--- config.mk ---
export PLATFORM = sky130hd
export DESIGN_NAME = mem_access_ctrl
export DESIGN_NICKNAME = d
export VERILOG_FILES = /design/src/rtl/memacc_pkg.sv /design/src/rtl/load_align.sv /design/src/rtl/mem_access_ctrl.sv
export VERILOG_INCLUDE_DIRS = /design/src /design/src/rtl
export SDC_FILE = /design/constraint.sdc
export NUM_CORES = 1
export LEC_CHECK = 0
export BUFFER_PORTS_ARGS = -buffer_cell sky130_fd_sc_hd__buf_4
export CORE_ASPECT_RATIO = 0.75
export CORE_MARGIN = 2
export CORE_UTILIZATION = 37
export DETAILED_ROUTE_END_ITERATION = 12
export GPL_ROUTABILITY_DRIVEN = 0
export PLACE_DENSITY = 0.65
export SKIP_CTS_REPAIR_TIMING = 1
export SLEW_MARGIN = 20
export SYNTH_ARGS = -nofsm -noshare
export SYNTH_HDL_FRONTEND = slang
export SYNTH_SLANG_ARGS = --single-unit
--- constraint.sdc ---
create_clock -name clk -period 5.1 [get_ports clk]
set_input_delay 1.02 -clock clk [delete_from_list [all_inputs] [get_ports clk]]
set_output_delay 1.02 -clock clk [all_outputs]
set_load 0.05 [all_outputs]
--- src/rtl/aluop.vh ---
// ALU op codes and ALU exception codes shared by the EX stage and the memory access controller.
`ifndef ALUOP_VH
`define ALUOP_VH

localparam logic [5:0] ALU_ADD  = 6'd0;
localparam logic [5:0] ALU_SUB  = 6'd1;
localparam logic [5:0] ALU_AND  = 6'd2;
localparam logic [5:0] ALU_OR   = 6'd3;
localparam logic [5:0] ALU_XOR  = 6'd4;
localparam logic [5:0] ALU_NOR  = 6'd5;
localparam logic [5:0] ALU_SLL  = 6'd6;
localparam logic [5:0] ALU_SRL  = 6'd7;
localparam logic [5:0] ALU_SRA  = 6'd8;
localparam logic [5:0] ALU_SLT  = 6'd9;
localparam logic [5:0] ALU_SLTU = 6'd10;
localparam logic [5:0] ALU_LUI  = 6'd11;

localparam logic [5:0] ALU_LB   = 6'd32;
localparam logic [5:0] ALU_LBU  = 6'd33;
localparam logic [5:0] ALU_LH   = 6'd34;
localparam logic [5:0] ALU_LHU  = 6'd35;
localparam logic [5:0] ALU_LW   = 6'd36;
localparam logic [5:0] ALU_SB   = 6'd40;
localparam logic [5:0] ALU_SH   = 6'd41;
localparam logic [5:0] ALU_SW   = 6'd42;

localparam logic [2:0] EXC_NONE    = 3'd0;
localparam logic [2:0] EXC_OVF     = 3'd1;
localparam logic [2:0] EXC_ADDRERR = 3'd2;
localparam logic [2:0] EXC_SYSCALL = 3'd3;
localparam logic [2:0] EXC_BREAK   = 3'd4;

`endif

--- src/rtl/memacc_pkg.sv ---
// Shared types and helpers for the memory access controller: FSM states,
// data_size encodings and op classification built on the ALU op codes.
package memacc_pkg;
  `include "aluop.vh"

  typedef enum logic [2:0] {
    ST_IDLE    = 3'd0,
    ST_REQ     = 3'd1,
    ST_WAIT    = 3'd2,
    ST_DONE    = 3'd3,
    ST_DISCARD = 3'd4
  } state_e;

  localparam logic [1:0] SIZE_BYTE = 2'd0;
  localparam logic [1:0] SIZE_HALF = 2'd1;
  localparam logic [1:0] SIZE_WORD = 2'd2;

  function automatic logic is_mem_op(input logic [5:0] op);
    case (op)
      ALU_LB, ALU_LBU, ALU_LH, ALU_LHU, ALU_LW,
      ALU_SB, ALU_SH, ALU_SW: is_mem_op = 1'b1;
      default:                is_mem_op = 1'b0;
    endcase
  endfunction

  function automatic logic is_store_op(input logic [5:0] op);
    case (op)
      ALU_SB, ALU_SH, ALU_SW: is_store_op = 1'b1;
      default:                is_store_op = 1'b0;
    endcase
  endfunction

  // Non-memory ops map to SIZE_BYTE so an idle/reset controller drives all zeros.
  function automatic logic [1:0] op_size(input logic [5:0] op);
    case (op)
      ALU_LH, ALU_LHU, ALU_SH: op_size = SIZE_HALF;
      ALU_LW, ALU_SW:          op_size = SIZE_WORD;
      default:                 op_size = SIZE_BYTE;
    endcase
  endfunction
endpackage

--- src/rtl/load_align.sv ---
// Load data alignment: picks the byte/half lane addressed by addr_lo out of
// the raw bus word and sign- or zero-extends it according to the load op.
module load_align
  import memacc_pkg::*;
(
  input  logic [31:0] raw,
  input  logic [1:0]  addr_lo,
  input  logic [5:0]  op,
  output logic [31:0] result
);

  logic signed [7:0]  lane_b;
  logic signed [15:0] lane_h;

  always_comb begin
    case (addr_lo)
      2'd0:    lane_b = raw[7:0];
      2'd1:    lane_b = raw[15:8];
      2'd2:    lane_b = raw[23:16];
      default: lane_b = raw[31:24];
    endcase
    lane_h = addr_lo[1] ? raw[31:16] : raw[15:0];

    // Size casts of the signed lanes sign-extend; the concatenations zero-extend.
    case (op)
      ALU_LB:  result = 32'(lane_b);
      ALU_LBU: result = {24'd0, lane_b};
      ALU_LH:  result = 32'(lane_h);
      ALU_LHU: result = {16'd0, lane_h};
      default: result = raw;
    endcase
  end

endmodule

--- src/rtl/mem_access_ctrl.sv ---
// EX-stage memory access controller: turns a load/store into one SRAM-like
// request/data transaction, stalls the pipeline meanwhile and handles flushes.
module mem_access_ctrl
  import memacc_pkg::*;
(
  input  logic        clk,
  input  logic        rst,
  input  logic        valid_in,
  input  logic [5:0]  op,
  input  logic [31:0] addr,
  input  logic [31:0] wdata,
  input  logic [2:0]  exception_in,
  input  logic        flush,
  output logic        data_req,
  output logic        data_wr,
  output logic [1:0]  data_size,
  output logic [31:0] data_addr,
  output logic [31:0] data_wdata,
  input  logic        data_addr_ok,
  input  logic        data_data_ok,
  input  logic [31:0] data_rdata,
  output logic [31:0] rdata_out,
  output logic        done,
  output logic        stall
);

  state_e      state, state_nxt;
  logic        start;
  logic        complete;
  logic [5:0]  op_p0;
  logic [31:0] addr_p0;
  logic [31:0] wdata_p0;
  logic [31:0] load_data;

  function automatic logic [31:0] store_lanes(input logic [5:0] o, input logic [31:0] w);
    case (o)
      ALU_SB:  store_lanes = {4{w[7:0]}};
      ALU_SH:  store_lanes = {2{w[15:0]}};
      default: store_lanes = w;
    endcase
  endfunction

  assign start = valid_in & is_mem_op(op) & (exception_in == 3'd0) & ~flush;

  // DONE is only ever entered from REQ/WAIT, so this marks the completing cycle.
  assign complete = (state_nxt == ST_DONE);

  always_ff @(posedge clk or negedge rst) begin
    if (!rst) state <= ST_IDLE;
    else      state <= state_nxt;
  end

  always_comb begin
    state_nxt = state;
    case (state)
      ST_IDLE: if (start) state_nxt = ST_REQ;
      ST_REQ: begin
        // A flush that races an already-finished data phase has nothing left to drain.
        if (flush) begin
          if (data_addr_ok && !data_data_ok) state_nxt = ST_DISCARD;
          else                               state_nxt = ST_IDLE;
        end else if (data_addr_ok) begin
          state_nxt = data_data_ok ? ST_DONE : ST_WAIT;
        end
      end
      ST_WAIT: begin
        if (data_data_ok) state_nxt = flush ? ST_IDLE : ST_DONE;
        else if (flush)   state_nxt = ST_DISCARD;
      end
      ST_DONE:    state_nxt = ST_IDLE;
      ST_DISCARD: if (data_data_ok) state_nxt = ST_IDLE;
      default:    state_nxt = ST_IDLE;
    endcase
  end

  // Capture stage: request fields are frozen here for the whole transaction.
  always_ff @(posedge clk or negedge rst) begin
    if (!rst) begin
      op_p0    <= 6'd0;
      addr_p0  <= 32'd0;
      wdata_p0 <= 32'd0;
    end else if (state == ST_IDLE && start) begin
      op_p0    <= op;
      addr_p0  <= addr;
      wdata_p0 <= wdata;
    end
  end

  load_align u_load_align (
    .raw     (data_rdata),
    .addr_lo (addr_p0[1:0]),
    .op      (op_p0),
    .result  (load_data)
  );

  // Result stage: rdata_out only changes on a completing transaction.
  always_ff @(posedge clk or negedge rst) begin
    if (!rst)          rdata_out <= 32'd0;
    else if (complete) rdata_out <= is_store_op(op_p0) ? 32'd0 : load_data;
  end

  always_comb begin
    data_req   = (state == ST_REQ);
    data_wr    = is_store_op(op_p0);
    data_size  = op_size(op_p0);
    data_addr  = addr_p0;
    data_wdata = store_lanes(op_p0, wdata_p0);
    done       = (state == ST_DONE);
    // start is combinational from the inputs, so gate it with reset explicitly.
    stall      = rst & (((state == ST_IDLE) & start) | (state == ST_REQ) |
                        (state == ST_WAIT) | (state == ST_DISCARD));
  end

endmodule
### Yosys cells after proc, flatten, opt, wreduce, memory -nomap -nowiden

Cells that the tools add are included.

| storage, ports and cells | value |
|---|---|
| input bits | 111 |
| bits in registers | 105 |
| logic and storage cells | 66 |
| output and inout bits | 102 |

| operators by class | value |
|---|---|
| equality and inequality tests | 23 |
| bitwise gates (word level) | 9 |
| reductions and logical operators | 10 |
| multiplexer cells | 19 |

Operators with widths:

| operator | count |
|---|---|
| one-hot mux 32 bit (4 select lines) | 1 |
| == test 6 bit, second input constant | 16 |
| one-hot mux 32 bit (2 select lines) | 1 |
| 2-to-1 mux 32 bit | 1 |
| one-hot mux 8 bit (3 select lines) | 1 |
| 2-to-1 mux 3 bit | 7 |
| 2-to-1 mux 16 bit | 1 |
| one-hot mux 3 bit (4 select lines) | 1 |
| == test 3 x 2 -> 1 bit, second input constant | 3 |
| OR reduction 8 bit | 1 |
| logical NOT 3 bit | 2 |
| OR reduction 3 bit | 2 |
| AND 1 bit | 5 |
| 2-to-1 mux 1 bit | 4 |
| one-hot mux 2 bit (2 select lines) | 1 |
| == test 3 x 1 -> 1 bit, second input constant | 1 |
| == test 3 bit, second input constant | 1 |
| bitwise OR 1 bit | 3 |
| == test 2 x 1 -> 1 bit, second input constant | 1 |
| == test 2 bit, second input constant | 1 |
| logical AND 1 bit | 2 |
| logical NOT 2 bit | 1 |
| 2-to-1 mux 2 bit | 1 |
| OR reduction 2 bit | 1 |
| 2 further kinds | 2 |

### Logic depth before layout (Yosys ltp)

| depth | value |
|---|---|
| word-level depth | 11 |
| gate-level depth with buffers | 7 |

### Hierarchy

Synthesis repeated with hierarchy kept, for this count alone.

| second synthesis, totals | value |
|---|---|
| cells, all modules | 493 |
| area, all modules | 5680.4 sq um |

By module, submodules not included:

| module | area each (sq um) | instances | cells an instance | sequential area each (sq um) |
|---|---|---|---|---|
| mem_access_ctrl | 4718.3 | 1 | 355 | 2627.5 |
| load_align | 962.2 | 1 | 138 | 0.0 |

### Worst setup path before layout

OpenSTA, ideal clock, no wires.

| path | value |
|---|---|
| path kind | register to output |
| start | register op_p0[1] |
| end | output port data_size[1] |
| arrival | 2.832 ns |
| stages on the path, launching flop included | 8 |
| path slack | 1.248 ns |
| required time | 4.080 ns |
| cells stage by stage | dfrtp_1 > clkbuf_1 > buf_2 > buf_2 > buf_2 > nor2_1 > a21oi_1 > nor4b_1 |

| on the way | value |
|---|---|
| longest elaborated chain between the ends | 3 |
| elaborated cells on any way between the ends | 8 |
| classes of those cells | 5 x eq/ne; 1 x mux; 2 x reduce/logical |

RTL lines:

| what | line | source |
|---|---|---|
| from (decl) | mem_access_ctrl.sv:30 | `logic [5:0] op_p0;` |
| from (signal assigned) | mem_access_ctrl.sv:83 | `op_p0 <= op;` |
| == test 6 bit | memacc_pkg.sv:35 | `case (op)` |
| OR reduction 3 bit / OR reduction 2 bit (equally long branches) | memacc_pkg.sv:35 |  |
| one-hot mux 2 bit (2 select lines) * | memacc_pkg.sv:35 |  |
| to (decl) | mem_access_ctrl.sv:16 | `output logic [1:0] data_size,` |

Mark *: on every way between the ends. The rest lies on a longest branch, timed or not.

### Worst setup path after layout

| path | value |
|---|---|
| start | register op_p0[2] |
| end | output port data_wdata[11] |

| on the way | value |
|---|---|
| longest elaborated chain between the ends | 2 |
| elaborated cells on any way between the ends | 3 |
| classes of those cells | 2 x eq/ne; 1 x mux |

RTL lines:

| what | line | source |
|---|---|---|
| == test 6 bit | mem_access_ctrl.sv:36 | `case (o)` |
| one-hot mux 32 bit (2 select lines) * | mem_access_ctrl.sv:36 |  |
| to (decl) | mem_access_ctrl.sv:18 | `output logic [31:0] data_wdata,` |

Marks and branches as above.

==> impl.org <==
** Outcome
- The run finished with clean final reports.

** STA
- The clock arrives with 0.00687 ns of skew.
- Worst slew margin relative to its limit :: 39.5%
- Setup TNS :: 0 ns
- Crit share post-route :: 73.8%
- Setup repair after global routing left no endpoint under its margin.
- The final hold violation count came to 0.
- Final critical path time including I/O delays and setup :: 3.76 ns
- Max Fclk :: 0.266 GHz
- Setup violations remaining at the end of the flow were counted as 0.
- Final max-slew violation count :: 0
- At the pin with the least slew margin, the transition time is 0.907 ns.

** Worst setup path
- STA puts the critical path data arrival time at 2.74 ns.
- Bufs and invs on worst path :: 1
- Chain of cells forming the critical path :: nor3b_1 -> nand3b_1 -> nor2_2 -> mux2_2 -> buf_4
- The kind of cell with the highest combined delay along the critical path is simple AND/OR/NAND/NOR gates.
- STA classifies the critical path startpoint as a register.
- The setup check on the worst reg-to-reg path leaves a slack of 2.57 ns.
- Startpoint-to-endpoint class of the critical path :: reg2out
- STA classifies the critical path endpoint as a primary output.
- Worst endpoint required time :: 4.08 ns
- Critical Path Source :: op_p0[2]
- The slowest stage of the critical path is the nand3b_1 cell.
- Biggest fanout along the worst timing path :: 14
- Biggest cell delay along the critical path :: 0.51 ns
- The startpoint identified for the worst register-to-register timing path is state[1].

** Clocking
- TritonCTS clock tree :: yes
- The clock tree synthesis step divided the H-tree into 3 levels.
- The clock reaches the later pin of the worst-skew pair after 0.35 ns.
- Buffers inserted during clock tree synthesis total 9.
- The tree is rooted in a clkbuf_16.
- For this design, the sink count on the clock tree is 105.
- No sink is reached through more buffers than the 2 on the longest clock path.
- Post-CTS clock slew at the launch and capture registers of the worst setup and hold paths :: 0.07 ns

** Synthesis
- Sequential cells were found to cover 47.3% of the synthesized design area.
- Mapped Nets :: 583
- Yosys warning total :: 0
- Cell area after synthesis :: 5550 um^2
- Mapped Cells :: 472
- Synthesis instantiated 44 different standard cells from the library.
- Counting flops and latches in the post-synthesis netlist gives 105.
- A synthesized cell averages 11.8 um^2.

** Global route
- The initial antenna violation count came to 0.
- Global Route Usage Sum :: 19.3%
- Remaining Overflow, GRT :: 0
- The number of global-route vias before repair is 4,563.
- The first global-routing pass estimated 24,500 um of wire.
- Entering global routing, the biggest net connects 71 pins.

** Finish
- Once layout is complete, the utilization of the core stands at 51.5%.
- The net count of the finished layout is 772.
- Share of cells above drive strength 1 :: 52.3%
- The number of antenna diodes in the final layout is 0.
- Relative to the synthesized area, the layout overhead comes to 35.1%.

** Routing
- Post-DR wirelength/cell :: 18.0 um
- Iteration-0 DRC Markers :: 209
- After detailed routing, the number of vias per cell comes to 5.24.
- The count of nets left with antenna violations once routing finished came out at 0.
- In the routed design, unresolved DRC markers number 0.
- Total Wirelength :: 15,600 um
- The detailed router placed 4,539 vias in this run.
- The pre-antenna-repair detailed-routing pass consisted of 5 iterations.

** Power and ir drop
- Of the total power, the clock network draws 32.7%.
- Switch share :: 31.5%
- Net switching component of the power :: 653 uW
- Share of power burned in combinational logic :: 23.4%
- Summed over all cells, the static leakage comes to 3.69 nW.
- Pwr Density :: 277 nW/um^2
- Cell internal power was estimated by the tool at 1.42 mW.
- VDD sags by at most 0.144 mV.
- The share of total power dissipated in sequential elements is 44.0%.

** Floorplan
- The floorplan step defined a core boundary enclosing 14,500 um^2.
- In this run the core area contains 38 standard-cell rows.
- The floorplan step set the die height to 110 um.
- Top Ports :: 213
- The die covers 16,000 um^2.
- Once the floorplan was initialized, standard cells occupied 38.2% of the core.
- Measured along the x axis, the die boundary spans 145 um.

** Placed design
- The count of buffers added on input and output ports is 212.
- Dpl hpwl :: 11,300 um

** Min path
- In this run the worst hold path is classified as reg2reg.
- In this run the most critical hold path is launched from rdata_out[21].

** Run
- Max-cap violations in this run came to 0.
Yosys cell counts (all sizes together):
library cell | instances | share of area, %
or3b | 1 | 0.16
nor4 | 2 | 0.23
nand3b | 2 | 0.27
nor3 | 3 | 0.47
mux4 | 1 | 0.41
nor4b | 10 | 1.7
o21ba | 1 | 0.18
or4b | 1 | 0.18
a211oi | 7 | 0.95
o21ai | 19 | 1.7
clkbuf | 11 | 0.74
o211ai | 17 | 2.3
nor2 | 17 | 1.2
a22oi | 1 | 0.14
mux2i | 23 | 4.1
a21boi | 6 | 0.81
inv | 8 | 0.54
o21a | 1 | 0.14
nand4 | 1 | 0.11
nor3b | 9 | 1.2
buf | 30 | 3.6
a31oi | 2 | 0.23
o2bb2ai | 16 | 2.5
mux2 | 102 | 21
and2b | 1 | 0.14
o32ai | 1 | 0.50
o22ai | 13 | 1.5
nand3 | 3 | 0.27
nor2b | 6 | 0.68
dfrtp | 105 | 47
or2 | 1 | 0.11
a21oi | 23 | 2.1
and2 | 1 | 0.11
nand2b | 6 | 0.68
nand2 | 21 | 1.6
power groups by stage:
stage / clock, mW / sequential (mW) / combinational, mW
floorplan: 0 / 0.980 / 0.241
global placement: 0 / 0.926 / 0.478
detailed placement: 0 / 0.928 / 0.486
CTS: 0.704 / 0.912 / 0.487
global route: 0.742 / 0.920 / 0.515
finish: 0.677 / 0.912 / 0.485
routing by layer:
metal	track usage (%)	vias up	routed length (um)
li1	-	2119	-
met1	25.5	2213	6850
met2	29.9	189	7120
met3	7.04	18	1350
met4	6.02	0	251
met5	0	-	0
kinds of logic after synthesis:
family | synth area share [%]
buffers and inverters | 4.87
AOI/OAI and AO/OA | 13.1
DFF | 47.3
and+or+nand+nor | 9.10
muxes | 25.6
layout by cell type, fill, tap and decap left out, drive strengths merged, types with 13 or more instances in the layout:
cell / synthesis / routed
o2bb2ai: 16 / 16
nor2: 17 / 17
a21oi: 23 / 23
o22ai: 13 / 13
o211ai: 17 / 17
nand2: 21 / 21
o21ai: 19 / 19
dfrtp: 105 / 105
mux2i: 23 / 23
mux2: 102 / 102
buf: 30 / 219
state kept, by name (all words and copies together), names as in the netlist:
register / count
rdata_out: 32
state: 3
wdata_p0: 32
op_p0: 6
data_addr: 32
final timing paths:
| path | endpoint | depth (start not counted) |
|---|---|---|
| max | data_wdata[11] | 5 |
| min | rdata_out[21] | 1 |
| max reg2reg | data_addr[0] | 5 |
| min reg2reg | rdata_out[21] | 1 |
| max in group asynchronous | rdata_out[12] | 2 |
| min in group asynchronous | rdata_out[1] | 1 |
worst register-to-register path, stage by stage (launching register included):
cell     delay, ns
dfrtp_1       0.47
nor4b_2       0.33
nand4_1       0.27
nor2_4        0.18
buf_4         0.67
mux2_2        0.51
stage by stage:
stage / cells / cell area (um^2) / hold slack [ns] / worst slack [ns] / total power [mW]
after floorplan: 472 / 5550 / 0.475 / 1.25 / 1.22
after global placement: 850 / 7210 / 0.479 / 1.81 / 1.40
after detailed placement: 850 / 7210 / 0.479 / 1.72 / 1.41
after CTS: 866 / 7500 / 0.500 / 1.28 / 2.10
after global routing: 866 / 7500 / 0.516 / 1.04 / 2.18
final: 866 / 7500 / 0.498 / 1.34 / 2.07
final cells by class:
type | count | area (um^2)
Clock inverter | 6 | 48.8
Tap cell | 200 | 250
Fill cell | 1352 | 7050
Inverter | 8 | 30.0
Clock buffer | 10 | 239
Sequential cell | 105 | 2630
Timing Repair Buffer | 219 | 1640
Multi-Input combinational cell | 318 | 2660
Note: power is estimated with default switching activity, not from simulation.
